--- config.mk ---
export PLATFORM = sky130hd
export DESIGN_NAME = pid_scheduler_flat
export DESIGN_NICKNAME = d
export VERILOG_FILES = /design/src/rtl/pid_scheduler_if.sv /design/src/rtl/pid_scheduler.sv /design/src/flat_wrapper.sv
export SDC_FILE = /design/constraint.sdc
export NUM_CORES = 1
export LEC_CHECK = 0
export BUFFER_PORTS_ARGS = -buffer_cell sky130_fd_sc_hd__buf_2
export CAP_MARGIN = 10
export CORE_MARGIN = 3
export CORE_UTILIZATION = 55
export DETAILED_ROUTE_END_ITERATION = 16
export PLACE_DENSITY_LB_ADDON = 0.1
export SLEW_MARGIN = 30
export SYNTH_ARGS = -nofsm -noshare
export SYNTH_HDL_FRONTEND = slang
export SYNTH_SLANG_ARGS = --single-unit
export TNS_END_PERCENT = 50
--- constraint.sdc ---
create_clock -name clk -period 8.8 [get_ports clk]
set_clock_uncertainty 0.05 [all_clocks]
set_input_delay 0.88 -clock clk [delete_from_list [all_inputs] [get_ports clk]]
set_output_delay 0.88 -clock clk [all_outputs]
set_load 0.005 [all_outputs]
--- src/rtl/pid_scheduler_if.sv ---
// Handshake and data bundle between a client and the time-shared PID scheduler.
interface pid_scheduler_if #(
  parameter int N_CH = 4
);
  localparam int CH_W = $clog2(N_CH);

  logic                   enable;
  logic                   clear;
  logic [N_CH-1:0]        req;
  logic [16*N_CH-1:0]     refer;
  logic [16*N_CH-1:0]     data;
  logic [N_CH-1:0]        ack;
  logic signed [15:0]     control;
  logic                   ctrl_valid;
  logic [CH_W-1:0]        ctrl_ch;
  logic                   busy;

  modport master (
    output enable, clear, req, refer, data,
    input  ack, control, ctrl_valid, ctrl_ch, busy
  );

  modport slave (
    input  enable, clear, req, refer, data,
    output ack, control, ctrl_valid, ctrl_ch, busy
  );
endinterface

--- src/rtl/pid_scheduler.sv ---
// Round-robin PID controller sharing one multiplier/accumulator across N_CH channels.
// Each grant runs LOAD, MAC_P, MAC_I, MAC_D, DONE: one result every five cycles.
module pid_scheduler #(
  parameter int N_CH  = 4,
  parameter int KP    = 922,
  parameter int KI    = 922,
  parameter int KD    = 922,
  parameter int I_MAX = 2147483647
) (
  input  logic            clk,
  input  logic            reset,
  pid_scheduler_if.slave  bus
);

  localparam int DATA_W = 16;
  localparam int COEF_W = 16;
  localparam int CH_W   = $clog2(N_CH);
  localparam int PROD_W = 32 + COEF_W;
  localparam int ACC_W  = 50;

  localparam logic signed [COEF_W-1:0] KP_C = COEF_W'(KP);
  localparam logic signed [COEF_W-1:0] KI_C = COEF_W'(KI);
  localparam logic signed [COEF_W-1:0] KD_C = COEF_W'(KD);

  typedef enum logic [2:0] {
    IDLE  = 3'd0,
    LOAD  = 3'd1,
    MAC_P = 3'd2,
    MAC_I = 3'd3,
    MAC_D = 3'd4,
    DONE  = 3'd5
  } state_t;

  state_t state, state_nx;

  logic [N_CH-1:0]  pending, pend_eff, pend_nx;
  logic [CH_W-1:0]  last_grant, grant, arb_idx, scan_idx;
  logic             arb_found, grant_go;
  logic [N_CH-1:0]  grant_oh;

  logic signed [31:0] prev_err [N_CH];
  logic signed [31:0] prev_int [N_CH];

  logic signed [DATA_W-1:0] ref_s, dat_s;
  logic signed [DATA_W:0]   diff17;
  logic signed [31:0]       err_ld;

  logic signed [31:0]       err_p0, int_p0, der_p0;
  logic signed [ACC_W-1:0]  acc_p1, acc_nx;
  logic signed [31:0]       mul_a;
  logic signed [COEF_W-1:0] mul_b;
  logic signed [PROD_W-1:0] prod;

  logic signed [15:0] control_q;
  logic [CH_W-1:0]    ctrl_ch_q;

  // Arithmetic shift by the Q10 point, then clamp to the 16-bit output range.
  function automatic logic signed [15:0] sat_ctrl(input logic signed [ACC_W-1:0] a);
    logic signed [ACC_W-1:0] s;
    s = a >>> 10;
    if (s > 50'sd32767)
      sat_ctrl = 16'sh7fff;
    else if (s < -50'sd32768)
      sat_ctrl = 16'sh8000;
    else
      sat_ctrl = s[15:0];
  endfunction

  // Stored integral is kept non-negative and bounded above by I_MAX.
  function automatic logic signed [31:0] clamp_int(input logic signed [31:0] v);
    if (v < 32'sd0)
      clamp_int = 32'sd0;
    else if (v > I_MAX)
      clamp_int = I_MAX;
    else
      clamp_int = v;
  endfunction

  assign pend_eff = pending | bus.req;
  assign grant_oh = {{(N_CH-1){1'b0}}, 1'b1} << grant;

  always_comb begin
    arb_found = 1'b0;
    arb_idx   = '0;
    scan_idx  = '0;
    for (int k = 1; k <= N_CH; k++) begin
      scan_idx = CH_W'((int'(last_grant) + k) % N_CH);
      if (!arb_found && pend_eff[scan_idx]) begin
        arb_found = 1'b1;
        arb_idx   = scan_idx;
      end
    end
  end

  assign grant_go = ((state == IDLE) || (state == DONE)) && bus.enable && arb_found;

  always_comb begin
    state_nx = state;
    case (state)
      IDLE:    if (grant_go) state_nx = LOAD;
      LOAD:    state_nx = MAC_P;
      MAC_P:   state_nx = MAC_I;
      MAC_I:   state_nx = MAC_D;
      MAC_D:   state_nx = DONE;
      DONE:    state_nx = grant_go ? LOAD : IDLE;
      default: state_nx = IDLE;
    endcase
  end

  // A request arriving in the same cycle as LOAD's clear re-arms its bit.
  always_comb begin
    pend_nx = pending | bus.req;
    if (state == LOAD)
      pend_nx = (pending & ~grant_oh) | bus.req;
  end

  always_ff @(posedge clk) begin
    if (reset) begin
      state      <= IDLE;
      pending    <= '0;
      last_grant <= CH_W'(N_CH - 1);
      grant      <= '0;
      control_q  <= '0;
      ctrl_ch_q  <= '0;
    end else begin
      state   <= state_nx;
      pending <= pend_nx;
      if (grant_go) begin
        grant      <= arb_idx;
        last_grant <= arb_idx;
      end
      if (state == MAC_D) begin
        control_q <= sat_ctrl(acc_nx);
        ctrl_ch_q <= grant;
      end
    end
  end

  always_ff @(posedge clk) begin
    if (reset || bus.clear) begin
      for (int k = 0; k < N_CH; k++) begin
        prev_err[k] <= '0;
        prev_int[k] <= '0;
      end
    end else if (state == DONE) begin
      prev_err[grant] <= err_p0;
      prev_int[grant] <= clamp_int(int_p0);
    end
  end

  // Stage p0: sample the granted channel and form error, integral and derivative terms.
  always_comb begin
    ref_s  = bus.refer[DATA_W*int'(grant) +: DATA_W];
    dat_s  = bus.data[DATA_W*int'(grant) +: DATA_W];
    diff17 = {ref_s[DATA_W-1], ref_s} - {dat_s[DATA_W-1], dat_s};
    err_ld = {{(32-DATA_W-1){diff17[DATA_W]}}, diff17};
  end

  always_ff @(posedge clk) begin
    if (state == LOAD) begin
      err_p0 <= err_ld;
      int_p0 <= err_ld + prev_int[grant];
      der_p0 <= err_ld - prev_err[grant];
    end
  end

  // Stage p1: shared multiplier feeding the accumulator over three MAC cycles.
  always_comb begin
    mul_a = err_p0;
    mul_b = KP_C;
    case (state)
      MAC_I: begin
        mul_a = int_p0;
        mul_b = KI_C;
      end
      MAC_D: begin
        mul_a = der_p0;
        mul_b = KD_C;
      end
      default: ;
    endcase
    prod = mul_a * mul_b;
    if (state == MAC_P)
      acc_nx = {{(ACC_W-PROD_W){prod[PROD_W-1]}}, prod};
    else
      acc_nx = acc_p1 + {{(ACC_W-PROD_W){prod[PROD_W-1]}}, prod};
  end

  always_ff @(posedge clk) begin
    if ((state == MAC_P) || (state == MAC_I) || (state == MAC_D))
      acc_p1 <= acc_nx;
  end

  assign bus.ack        = (state == LOAD) ? grant_oh : '0;
  assign bus.ctrl_valid = (state == DONE);
  assign bus.busy       = (state != IDLE);
  assign bus.control    = control_q;
  assign bus.ctrl_ch    = ctrl_ch_q;

endmodule

--- src/flat_wrapper.sv ---
// flat-port wrapper written by rule: the top's interface ports become plain ports
module pid_scheduler_flat 
#(
  parameter int N_CH  = 4,
  parameter int KP    = 922,
  parameter int KI    = 922,
  parameter int KD    = 922,
  parameter int I_MAX = 2147483647
)
  (clk, reset, bus_enable, bus_clear, bus_req, bus_refer, bus_data, bus_ack, bus_control, bus_ctrl_valid, bus_ctrl_ch, bus_busy);
  pid_scheduler_if #(.N_CH(N_CH)) bus_i ();
  input  logic clk;
  input  logic reset;
  input wire logic [$bits(bus_i.enable)-1:0] bus_enable;
  input wire logic [$bits(bus_i.clear)-1:0] bus_clear;
  input wire logic [$bits(bus_i.req)-1:0] bus_req;
  input wire logic [$bits(bus_i.refer)-1:0] bus_refer;
  input wire logic [$bits(bus_i.data)-1:0] bus_data;
  output wire logic [$bits(bus_i.ack)-1:0] bus_ack;
  output wire logic [$bits(bus_i.control)-1:0] bus_control;
  output wire logic [$bits(bus_i.ctrl_valid)-1:0] bus_ctrl_valid;
  output wire logic [$bits(bus_i.ctrl_ch)-1:0] bus_ctrl_ch;
  output wire logic [$bits(bus_i.busy)-1:0] bus_busy;
  assign bus_i.enable = bus_enable;
  assign bus_i.clear = bus_clear;
  assign bus_i.req = bus_req;
  assign bus_i.refer = bus_refer;
  assign bus_i.data = bus_data;
  assign bus_ack = bus_i.ack;
  assign bus_control = bus_i.control;
  assign bus_ctrl_valid = bus_i.ctrl_valid;
  assign bus_ctrl_ch = bus_i.ctrl_ch;
  assign bus_busy = bus_i.busy;
  pid_scheduler #(.N_CH(N_CH), .KP(KP), .KI(KI), .KD(KD), .I_MAX(I_MAX)) u_core (.clk(clk), .reset(reset), .bus(bus_i));
endmodule
======== Word-level counts from Yosys, hierarchy flattened ========
Memories as Yosys holds them, arrays and structs flattened. A register that Yosys moved wholly into a read port is not among the register bits.
Cells that the tools add are included.
word-level totals
  register bits ........................... 160
  bits in writable memories ............... 256
  input port bits ......................... 136
  output and inout port bits .............. 24
  word-level logic and storage cells ...... 103
  memories ................................ 2
operators by class
  add/sub/neg operators ................... 8
  multiply operators ...................... 1
  order comparisons ....................... 8
  equal/unequal tests ..................... 6
  shift operators ......................... 3
  muxes and demuxes ....................... 44
  bitwise gates (word level) .............. 4
  reductions and logical operators ........ 16
memory list
  name             depth  bits a word  read ports  clocked after memory_dff  write ports  line                 text
  u_core.prev_err  4      32           1           1                         4            pid_scheduler.sv:41  logic signed [31:0] prev_err [N_CH];
  u_core.prev_int  4      32           1           1                         4            pid_scheduler.sv:42  logic signed [31:0] prev_int [N_CH];
operator list
  kind                                                   number
  2-to-1 mux 32 bit                                      6
  variable part select 64 x 7 -> 16 bit                  2
  one-hot mux 32 bit (2 select lines)                    1
  OR reduction 32 bit                                    2
  adder 50 bit                                           1
  2-to-1 mux 50 bit                                      1
  multiplier 32 x 10 -> 42 bit (second input constant)   1
  > comparator 40 x 16 -> 1 bit (second input constant)  1
  < comparator 40 x 16 -> 1 bit (second input constant)  1
  adder 17 x 32 -> 32 bit                                1
  > comparator 32 bit (second input constant)            1
  < comparator 32 x 1 -> 1 bit (second input constant)   1
  2-to-1 mux 16 bit                                      2
  subtractor 17 x 32 -> 32 bit                           1
  2-to-1 mux 2 bit                                       10
  one-hot mux 3 bit (6 select lines)                     1
  subtractor 16 x 16 -> 17 bit                           1
  2-to-1 mux 1 bit                                       16
  < comparator 2 x 3 -> 1 bit (second input constant)    4
  binary-select mux 1 bit (select 2 bit)                 4
  2-to-1 mux 4 bit                                       2
  OR 4 bit                                               2
  equality test 3 x 2 -> 1 bit (second input constant)   2
  equality test 3 bit (second input constant)            2
  other kinds (13)                                       24

======== Logic depth before layout (Yosys ltp) ========
Gate-level depths: netlist of run 1.
  depth after elaboration ................. 16
  gate-level depth with buffers ........... 42
  depth with buffers taken out ............ 37

======== Worst setup path after synthesis of run 1 ========
OpenSTA, ideal clock, no wires.
  path kind ............................... reg-to-reg
  start ................................... register u_core.state[2]
  end ..................................... register u_core.control_q[10] (netlist: u_core.bus.control[10])
  setup time .............................. 0.138 ns
  data arrival time ....................... 9.254 ns
  data required time ...................... 8.612 ns
  path slack .............................. -0.642 ns
  cell stages (with the launch flop) ...... 39
  clock period less this slack ............ 9.442 ns
  path through ............................ dfxtp_1 -> clkbuf_1 -> nand2b_1 -> nor2_1 -> nor2_1 -> and2_0 -> a221oi_1 -> nor2_1 -> a21oi_1 -> inv_1 -> fa_1 -> fa_1 -> fa_1 -> fa_1 -> inv_1 -> ha_1 -> a21oi_1 -> o21ai_1 -> [... 3 more ...] -> nor4_1 -> or4_1 -> and2_1 -> ha_1 -> clkbuf_1 -> nand4_1 -> inv_1 -> a211oi_1 -> a21boi_2 -> nor2_1 -> a311oi_1 -> a2bb2oi_1 -> or4b_1 -> nor4_1 -> nand4_1 -> nand2_2 -> buf_8 -> o32ai_2
on the way
  cells in the longest elaborated chain, start to end .. 8
  elaborated cells on any way between the ends .. 11
  classes of those cells .................. add/sub: 1; mul: 1; order compare: 2; eq/ne: 3; mux: 4
ends and longest elaborated chain
  element                                                              line                  text
  start, declared                                                      pid_scheduler.sv:34   state_t state, state_nx;
  start signal, assigned                                               pid_scheduler.sv:126  state <= state_nx;
  equality test 3 bit or equality test 3 x 2 -> 1 bit (tied branches)  pid_scheduler.sv:171  case (state)
  one-hot mux 32 bit (2 select lines)                                  pid_scheduler.sv:171
  multiplier 32 x 10 -> 42 bit                                         pid_scheduler.sv:182  prod = mul_a * mul_b;
  adder 50 bit                                                         pid_scheduler.sv:186  acc_nx = acc_p1 + {{(ACC_W-PROD_W){prod[PROD_W-1]}}, prod};
  2-to-1 mux 50 bit *                                                  pid_scheduler.sv:183  if (state == MAC_P)
  net u_core.acc_nx[37]                                                pid_scheduler.sv:49   logic signed [ACC_W-1:0] acc_p1, acc_nx;
  < comparator 40 x 16 -> 1 bit                                        pid_scheduler.sv:63   else if (s < -50'sd32768)
  2-to-1 mux 16 bit                                                    pid_scheduler.sv:63
  2-to-1 mux 16 bit *                                                  pid_scheduler.sv:61   if (s > 50'sd32767)
  end signal, assigned                                                 pid_scheduler.sv:133  control_q <= sat_ctrl(acc_nx);
  end, declared                                                        pid_scheduler.sv:54   logic signed [15:0] control_q;
Mark *: on every way through the listed nets, which the timed path passes. The rest lies on a longest branch.
A chain may end at the register's enable or synchronous reset.

======== Worst setup path in the final report of run 1 ========
  start ................................... register u_core.state[1]
  end ..................................... register u_core.control_q[9] (netlist: u_core.bus.control[9])
The elaborated chain is that of the path after synthesis.

==> results of run 1 <==
[synthesized netlist by cell type, drive strengths merged, types with 31 or more instances]
cell,n,area share [%]
buf,31,0.54
nor2,329,4.4
fa,110,7.9
o21ai,122,2.2
a21o,59,1.6
ha,212,9.5
a21oi,199,3.6
clkbuf,78,1.1
xor2,49,1.5
inv,328,4.4
edfxtp,322,35
xnor2,92,2.9
nor3,37,0.67
mux4,80,6.5
dfxtp,31,2.2
and3,61,1.4
nand2,203,2.7
[logic make-up after synthesis]
family                     synth area share, %
and+or+nand+nor                           13.1
AOI/OAI and AO/OA                         15.0
buffers and inverters                     6.03
DFF                                       37.0
adders and majority gates                 17.5
xor gates and xnor gates                  4.44
muxes                                     6.92
[tightest hold or removal path, delay by kind of cell, from the launching register on]
| family | cells | cell delay (ns) |
|---|---|---|
| AOI/OAI and AO/OA | 1 | 0.05 |
| and+or+nand+nor | 1 | 0.05 |
| DFF | 1 | 0.31 |
[sequential cells by signal, summed over array words and instances (netlist names), named ones only]
name,cells
u_core.prev_int,124
u_core.prev_err,68
u_core.acc_p1,49
u_core.der_p0,32
u_core.int_p0,32
u_core.err_p0,17
u_core.bus.control,16
u_core.pending,4
u_core.state,3
u_core.bus.ctrl_ch,2
u_core.grant,2
u_core.last_grant,2
[per-layer routing]
metal / global-route usage (%) / part of all wire (%) / vias up
li1: - / - / 10800
met1: 36.5 / 41 / 11300
met2: 50.2 / 51 / 663
met3: 3.10 / 4.9 / 155
met4: 8.75 / 3.1 / 0
met5: 0 / 0 / -
[path summary, 6_finish.rpt]
kind / from / endpoint / slack, ns / cells after the start
min reg2reg: u_core.bus.ctrl_ch[1] / u_core.bus.ctrl_ch[1] / 0.40 / 2
max reg2reg: u_core.state[1] / u_core.bus.control[9] / 0.21 / 40
max: u_core.state[1] / u_core.bus.control[9] / 0.21 / 40
min: u_core.bus.ctrl_ch[1] / u_core.bus.ctrl_ch[1] / 0.40 / 2
[area by class of cell]
cell class / instances / area, µm²
antenna: 1 / 2.50
clock buffer: 49 / 1010
clock inverter: 20 / 244
fill: 3719 / 14600
inverter: 328 / 1230
multi-input combinational: 1970 / 17600
sequential: 353 / 10300
tap: 664 / 831
timing repair buffer: 509 / 3630
[metrics by stage]
step	std cells	setup TNS, ns	cell area (µm²)	utilization [%]	hold slack, ns
4_1_cts	3841	0	32900	66.4	0.408
3_3_place_gp	3766	-9.42	31400	63.6	0.393
2_1_floorplan	2759	0	28000	-	0.393
6_report	3894	0	34900	70.5	0.404
3_5_place_dp	3766	-9.06	31500	63.6	0.400
5_1_grt	3893	-2.00	34900	70.5	0.439
[repair_timing]
item | CTS | global route
gates resized for setup | 18 | 292
buffers inserted | 6 | 46
hold buffers | 0 | 0
pin swaps | 14 | 151
cloned | 0 | 5
endpoints found under the setup margin | 16 | 18
endpoints found under the hold margin | 0 | 0
==> impl_metrics.xml, run 1 <==
<?xml version="1.0" encoding="UTF-8"?>
<metrics>
  <group name="timing">
    <metric name="fmax" unit="MHz">116</metric>
    <metric name="finalHoldViolations" unit="">0</metric>
    <metric name="finalWorstSetupSlack" unit="ns">0.211</metric>
    <metric name="timing_worst_slew_pin_value" unit="ns">0.936</metric>
    <metric name="post_route_fraction_of_the_period_consumed_by_the_critical_path" unit="%">97.6</metric>
    <metric name="finalSetupViolCount" unit="">0</metric>
    <metric name="relSlewSlack" unit="%">37.6</metric>
    <metric name="timing.final.crit_period" unit="ns">8.59</metric>
    <metric name="unrepaired_setup_endpoints_after_global_routing" unit="">true</metric>
    <metric name="final_slew_violations" unit="">0</metric>
  </group>
  <group name="cells_and_area">
    <metric name="fin_nets" unit="">3659</metric>
    <metric name="most_frequent_cells_in_the_layout" unit="">sky130_fd_sc_hd__buf_4, sky130_fd_sc_hd__edfxtp_1, sky130_fd_sc_hd__nor2_1, sky130_fd_sc_hd__inv_1, sky130_fd_sc_hd__nand2_1</metric>
    <metric name="layout_commonest_cell" unit="">sky130_fd_sc_hd__buf_4</metric>
    <metric name="syn_to_final_growth" unit="%">25.4</metric>
    <metric name="post_route_cells_drive_above_1_share" unit="%">29.6</metric>
  </group>
  <group name="floorplanning">
    <metric name="core" unit="µm²">49500</metric>
    <metric name="starting_density" unit="%">56.2</metric>
    <metric name="std_cell_rows" unit="">81</metric>
    <metric name="design.die.area" unit="µm²">53300</metric>
    <metric name="die-width" unit="µm">231</metric>
    <metric name="io_pins" unit="">160</metric>
    <metric name="die_span_y" unit="µm">231</metric>
  </group>
  <group name="route">
    <metric name="wl_per_cell" unit="µm">20.1</metric>
    <metric name="via_count" unit="">22900</metric>
    <metric name="routed_via_density" unit="">5.88</metric>
    <metric name="postRouteWirelength" unit="µm">78200</metric>
    <metric name="drtPass1Iterations" unit="">5</metric>
    <metric name="drt.antenna.violating_nets" unit="">0</metric>
    <metric name="initialDrtViolationCount" unit="">1549</metric>
    <metric name="detail_route.drc_violations" unit="">0</metric>
  </group>
  <group name="run_status">
    <metric name="outcome" unit="">finished, final reports clean</metric>
  </group>
  <group name="global_route">
    <metric name="grt.total_usage" unit="%">28.3</metric>
    <metric name="globalRouteOverflowTotal" unit="">0</metric>
    <metric name="grt_antenna_before_repair" unit="">3</metric>
    <metric name="wire_length_of_the_first_global_routing_pass" unit="µm">120000</metric>
    <metric name="grt_pass1_vias" unit="">23200</metric>
    <metric name="grt_max_degree" unit="">77</metric>
  </group>
  <group name="place">
    <metric name="dp_worst_setup_slack" unit="ns">-0.613</metric>
    <metric name="place_hpwl" unit="µm">57500</metric>
    <metric name="io_buffer_count" unit="">159</metric>
    <metric name="finalWeightedCongestion" unit="">0.932</metric>
  </group>
  <group name="critical_path">
    <metric name="worst-path-buf-inv" unit="">9</metric>
    <metric name="timing.critical_path.slowest_cell_delay" unit="ns">0.59</metric>
    <metric name="worst_ep_required_time" unit="ns">9.16</metric>
    <metric name="timing.critical_path.fanout_max" unit="">9</metric>
    <metric name="critPathArrivalTime" unit="ns">8.95</metric>
    <metric name="end_kind" unit="">register</metric>
    <metric name="critical_path.startpoint_type" unit="">register</metric>
    <metric name="cp_slowest_cell" unit="">sky130_fd_sc_hd__fa_2</metric>
    <metric name="critPathKind" unit="">reg2reg</metric>
    <metric name="crit_family" unit="">adder cells</metric>
  </group>
  <group name="run">
    <metric name="drv.max_cap_violation_count" unit="">0</metric>
  </group>
  <group name="synthesis">
    <metric name="synthArstFlopShare" unit="%">0</metric>
    <metric name="synth.ff_latch_count" unit="">353</metric>
    <metric name="synth.distinct_cells" unit="">90</metric>
    <metric name="synth_edf_count" unit="">322</metric>
    <metric name="synth_ff_type" unit="">sky130_fd_sc_hd__edfxtp_1</metric>
    <metric name="post_synthesis_area_per_instance" unit="µm²">10.1</metric>
    <metric name="synth-seq-area-share" unit="%">37.0</metric>
    <metric name="synth.yosys.warnings" unit="">0</metric>
    <metric name="synthCells" unit="">2759</metric>
    <metric name="synth_fp_nets" unit="">3217</metric>
    <metric name="area_of_the_mapped_netlist" unit="µm²">27800</metric>
  </group>
  <group name="cts">
    <metric name="clock_latency" unit="ns">0.56</metric>
    <metric name="cts_root_buf" unit="">sky130_fd_sc_hd__clkbuf_16</metric>
    <metric name="clock_tree_from_tritoncts" unit="">yes</metric>
    <metric name="cts_clock_pin_slew_for_the_worst_setup_and_hold_paths" unit="ns">0.06</metric>
    <metric name="ctsLongestPathBuffers" unit="">3</metric>
    <metric name="cts_buffers" unit="">39</metric>
    <metric name="cts_sinks" unit="">353</metric>
    <metric name="cts_max_level" unit="">2</metric>
  </group>
  <group name="worst_hold_path">
    <metric name="worst_hold_path_type" unit="">reg2reg</metric>
  </group>
</metrics>
Power of run 1 is left out: the tool's default activity adds up to more than one toggle a clock period on the data nets, which glitch-free logic cannot reach.
==> run 2: changes to the inputs <==
Settings changed: ABC_AREA set to 1.
==> run 2 against run 1 <==
Net effect:
- die area grew 7.6%
- routed wire length grew 11%
- highest routed layer is now met5
- utilization shrank 7.7 points
- flip-flop and latch count is the same
- sequential share of layout area grew 1.2 points
- synthesized cell count grew 44%
==> impl_metrics.xml, run 2 <==
<?xml version="1.0" encoding="UTF-8"?>
<metrics>
  <group name="run_status">
    <metric name="outcome" unit="">finished, final reports clean</metric>
  </group>
  <group name="global_route">
    <metric name="grt.total_usage" unit="%">30.1</metric>
    <metric name="globalRouteOverflowTotal" unit="">0</metric>
    <metric name="grt_antenna_before_repair" unit="">1</metric>
    <metric name="wire_length_of_the_first_global_routing_pass" unit="µm">134000</metric>
    <metric name="grt_pass1_vias" unit="">25400</metric>
    <metric name="grt_max_degree" unit="">98</metric>
  </group>
  <group name="route">
    <metric name="via_count" unit="">26200</metric>
    <metric name="wl_per_cell" unit="µm">17.9</metric>
    <metric name="initialDrtViolationCount" unit="">1776</metric>
    <metric name="routed_via_density" unit="">5.38</metric>
    <metric name="drt.antenna.violating_nets" unit="">0</metric>
    <metric name="detail_route.drc_violations" unit="">0</metric>
    <metric name="drtPass1Iterations" unit="">5</metric>
    <metric name="postRouteWirelength" unit="µm">87100</metric>
  </group>
  <group name="floorplanning">
    <metric name="io_pins" unit="">160</metric>
    <metric name="die_span_y" unit="µm">239</metric>
    <metric name="core" unit="µm²">53300</metric>
    <metric name="std_cell_rows" unit="">84</metric>
    <metric name="die-width" unit="µm">239</metric>
    <metric name="starting_density" unit="%">56.3</metric>
    <metric name="design.die.area" unit="µm²">57400</metric>
  </group>
  <group name="synthesis">
    <metric name="synthArstFlopShare" unit="%">0</metric>
    <metric name="synth_commonest_cells" unit="">sky130_fd_sc_hd__nand2_1, sky130_fd_sc_hd__inv_1, sky130_fd_sc_hd__nor2_1</metric>
    <metric name="synth-seq-area-share" unit="%">34.3</metric>
    <metric name="yosys.cell_count.top_type" unit="">sky130_fd_sc_hd__nand2_1</metric>
    <metric name="synth_top_area_share" unit="%">32.2</metric>
    <metric name="synth.area.top_cells" unit="">sky130_fd_sc_hd__edfxtp_1, sky130_fd_sc_hd__nand2_1, sky130_fd_sc_hd__inv_1</metric>
    <metric name="area_of_the_mapped_netlist" unit="µm²">30000</metric>
    <metric name="synth_fp_nets" unit="">4422</metric>
    <metric name="synth.distinct_cells" unit="">57</metric>
    <metric name="synthCells" unit="">3964</metric>
    <metric name="synth_top_cell_by_area" unit="">sky130_fd_sc_hd__edfxtp_1</metric>
    <metric name="synth.yosys.warnings" unit="">0</metric>
    <metric name="synth_edf_count" unit="">322</metric>
    <metric name="synth_ff_type" unit="">sky130_fd_sc_hd__edfxtp_1</metric>
    <metric name="post_synthesis_area_per_instance" unit="µm²">7.56</metric>
    <metric name="synth.ff_latch_count" unit="">353</metric>
  </group>
  <group name="timing">
    <metric name="unrepaired_setup_endpoints_after_global_routing" unit="">true</metric>
    <metric name="timing_worst_slew_pin_value" unit="ns">0.970</metric>
    <metric name="finalHoldViolations" unit="">0</metric>
    <metric name="final_slew_violations" unit="">0</metric>
    <metric name="finalSetupViolCount" unit="">0</metric>
    <metric name="fmax" unit="MHz">121</metric>
    <metric name="timing.final.crit_period" unit="ns">8.29</metric>
    <metric name="post_route_fraction_of_the_period_consumed_by_the_critical_path" unit="%">94.2</metric>
    <metric name="relSlewSlack" unit="%">35.3</metric>
  </group>
  <group name="critical_path">
    <metric name="critPathKind" unit="">reg2reg</metric>
    <metric name="worst_ep_required_time" unit="ns">9.25</metric>
    <metric name="critPathArrivalTime" unit="ns">8.74</metric>
    <metric name="critical_path.reg2reg.startpoint" unit="">u_core.state[1]</metric>
    <metric name="regToRegSetupSlack" unit="ns">0.51</metric>
    <metric name="timing.critical_path.fanout_max" unit="">15</metric>
    <metric name="worst-r2r-cell-count" unit="">44</metric>
    <metric name="cp_slowest_cell" unit="">sky130_fd_sc_hd__fa_1</metric>
    <metric name="end_kind" unit="">register</metric>
    <metric name="timing.critical_path.slowest_cell_delay" unit="ns">0.52</metric>
    <metric name="r2r_end" unit="">u_core.bus.control[4]</metric>
    <metric name="critical_path.startpoint_type" unit="">register</metric>
    <metric name="crit_path_start" unit="">u_core.state[1]</metric>
  </group>
  <group name="run">
    <metric name="drv.max_cap_violation_count" unit="">0</metric>
  </group>
  <group name="cts">
    <metric name="cts_max_level" unit="">2</metric>
    <metric name="cts_buffers" unit="">41</metric>
    <metric name="cts_clock_pin_slew_for_the_worst_setup_and_hold_paths" unit="ns">0.06</metric>
    <metric name="cts_root_buf" unit="">sky130_fd_sc_hd__clkbuf_16</metric>
    <metric name="ctsLongestPathBuffers" unit="">3</metric>
    <metric name="cts_sinks" unit="">353</metric>
    <metric name="clock_latency" unit="ns">0.58</metric>
    <metric name="clock_tree_from_tritoncts" unit="">yes</metric>
  </group>
  <group name="cells_and_area">
    <metric name="antenna_cells_inserted" unit="">0</metric>
    <metric name="syn_to_final_growth" unit="%">11.6</metric>
    <metric name="largest_register_ff_count" unit="">124</metric>
    <metric name="largest_register" unit="">u_core.prev_int</metric>
    <metric name="top_flop_regs" unit="">u_core.prev_int: 124 flops, u_core.prev_err: 68 flops, u_core.acc_p1: 49 flops</metric>
    <metric name="post_route_cells_drive_above_1_share" unit="%">10.4</metric>
    <metric name="fin_nets" unit="">4606</metric>
    <metric name="most_frequent_cells_in_the_layout" unit="">sky130_fd_sc_hd__nand2_1, sky130_fd_sc_hd__inv_1, sky130_fd_sc_hd__nor2_1, sky130_fd_sc_hd__edfxtp_1, sky130_fd_sc_hd__ha_1</metric>
    <metric name="final_instance_count_excl_fillers" unit="">4867</metric>
    <metric name="layout_commonest_cell" unit="">sky130_fd_sc_hd__nand2_1</metric>
  </group>
  <group name="worst_hold_path">
    <metric name="instance_count_along_the_most_critical_hold_path" unit="">2</metric>
    <metric name="worstHoldEndpoint" unit="">u_core.bus.control[15]</metric>
    <metric name="startpoint_of_the_most_critical_hold_path" unit="">u_core.bus.control[15]</metric>
    <metric name="worst_hold_path_type" unit="">reg2reg</metric>
  </group>
  <group name="place">
    <metric name="finalWeightedCongestion" unit="">0.958</metric>
    <metric name="io_buffer_count" unit="">159</metric>
    <metric name="place_hpwl" unit="µm">66900</metric>
    <metric name="dp_cells" unit="">4790</metric>
  </group>
</metrics>
-- run 2: changes by cell type after synthesis, moves of 66 or more --
cell	change
sky130_fd_sc_hd__nand2_1	+748
sky130_fd_sc_hd__inv_1	+419
sky130_fd_sc_hd__nor2_1	+211
sky130_fd_sc_hd__nand3_1	+130
sky130_fd_sc_hd__mux4_2	-80
sky130_fd_sc_hd__o21ai_0	+66
-- run 2: worst max path at each step --
stage / to / slack (ns) / cells past startpoint
2_1_floorplan: u_core.bus.control[10] / 1.25 / 42
3_3_place_gp: u_core.bus.control[13] / 0.04 / 44
3_5_place_dp: u_core.bus.control[0] / -0.001 / 44
4_1_cts: u_core.bus.control[0] / 0.07 / 45
5_1_grt: u_core.bus.control[13] / -0.04 / 45
6_report: u_core.bus.control[4] / 0.51 / 44
-- run 2: logic make-up (layout without fill, tap and decap cells) --
group / after synthesis / after routing / share of synthesized area [%]
AOI/OAI and AO/OA: 534 / 534 / 10.8
xor gates and xnor gates: 115 / 115 / 3.42
adders and majority gates: 322 / 322 / 16.2
buffers and inverters: 850 / 1065 / 10.7
DFF: 353 / 353 / 34.3
muxes: 1 / 1 / 0.0334
and+or+nand+nor: 1789 / 1789 / 24.5
-- run 2: metal layers --
metal,vias up,wire length (µm),global-route usage [%]
li1,13100,-,-
met1,12200,35600,36.7
met2,711,43500,54.3
met3,169,4450,3.89
met4,2,3510,11.8
met5,-,13,0
-- run 2: timing repair --
| item | in CTS | in global routing |
|---|---|---|
| gates resized for setup | 1 | 62 |
| cloned | 0 | 0 |
| hold buffers | 0 | 0 |
| pin swaps | 0 | 3 |
| setup endpoints to repair | 3 | 17 |
| hold endpoints to repair | 0 | 0 |
| buffers inserted | 0 | 3 |
-- run 2: per-stage QoR --
| stage | setup slack, ns | setup TNS, ns | util [%] | cell area (µm²) | hold WS (ns) |
|---|---|---|---|---|---|
| 2_1_floorplan | 1.25 | 0 | - | 30000 | 0.412 |
| 3_3_place_gp | 0.0406 | 0 | 59.8 | 31900 | 0.438 |
| 3_5_place_dp | -0.00128 | -0.00177 | 59.8 | 31900 | 0.433 |
| 4_1_cts | 0.0696 | 0 | 62.3 | 33200 | 0.441 |
| 5_1_grt | -0.0355 | -0.158 | 62.8 | 33500 | 0.480 |
| 6_report | 0.506 | 0 | 62.8 | 33500 | 0.440 |
-- run 2: cell type report --
class	count	area (µm²)
clock inverter	23	205
inverter	759	2850
sequential	353	10300
clock buffer	51	1130
multi-input combinational	2761	16700
tap	688	861
fill	4872	19800
timing repair buffer	232	1390
-- run 2: worst max-delay path, delay by kind of cell, from the launching register on --
family                     cells  cell delay (ns)
and+or+nand+nor               26             3.53
buffers and inverters         10             1.02
adders and majority gates      7             3.08
AOI/OAI and AO/OA              1             0.21
DFF                            1             0.32
Power of run 2 is left out for the same reason.
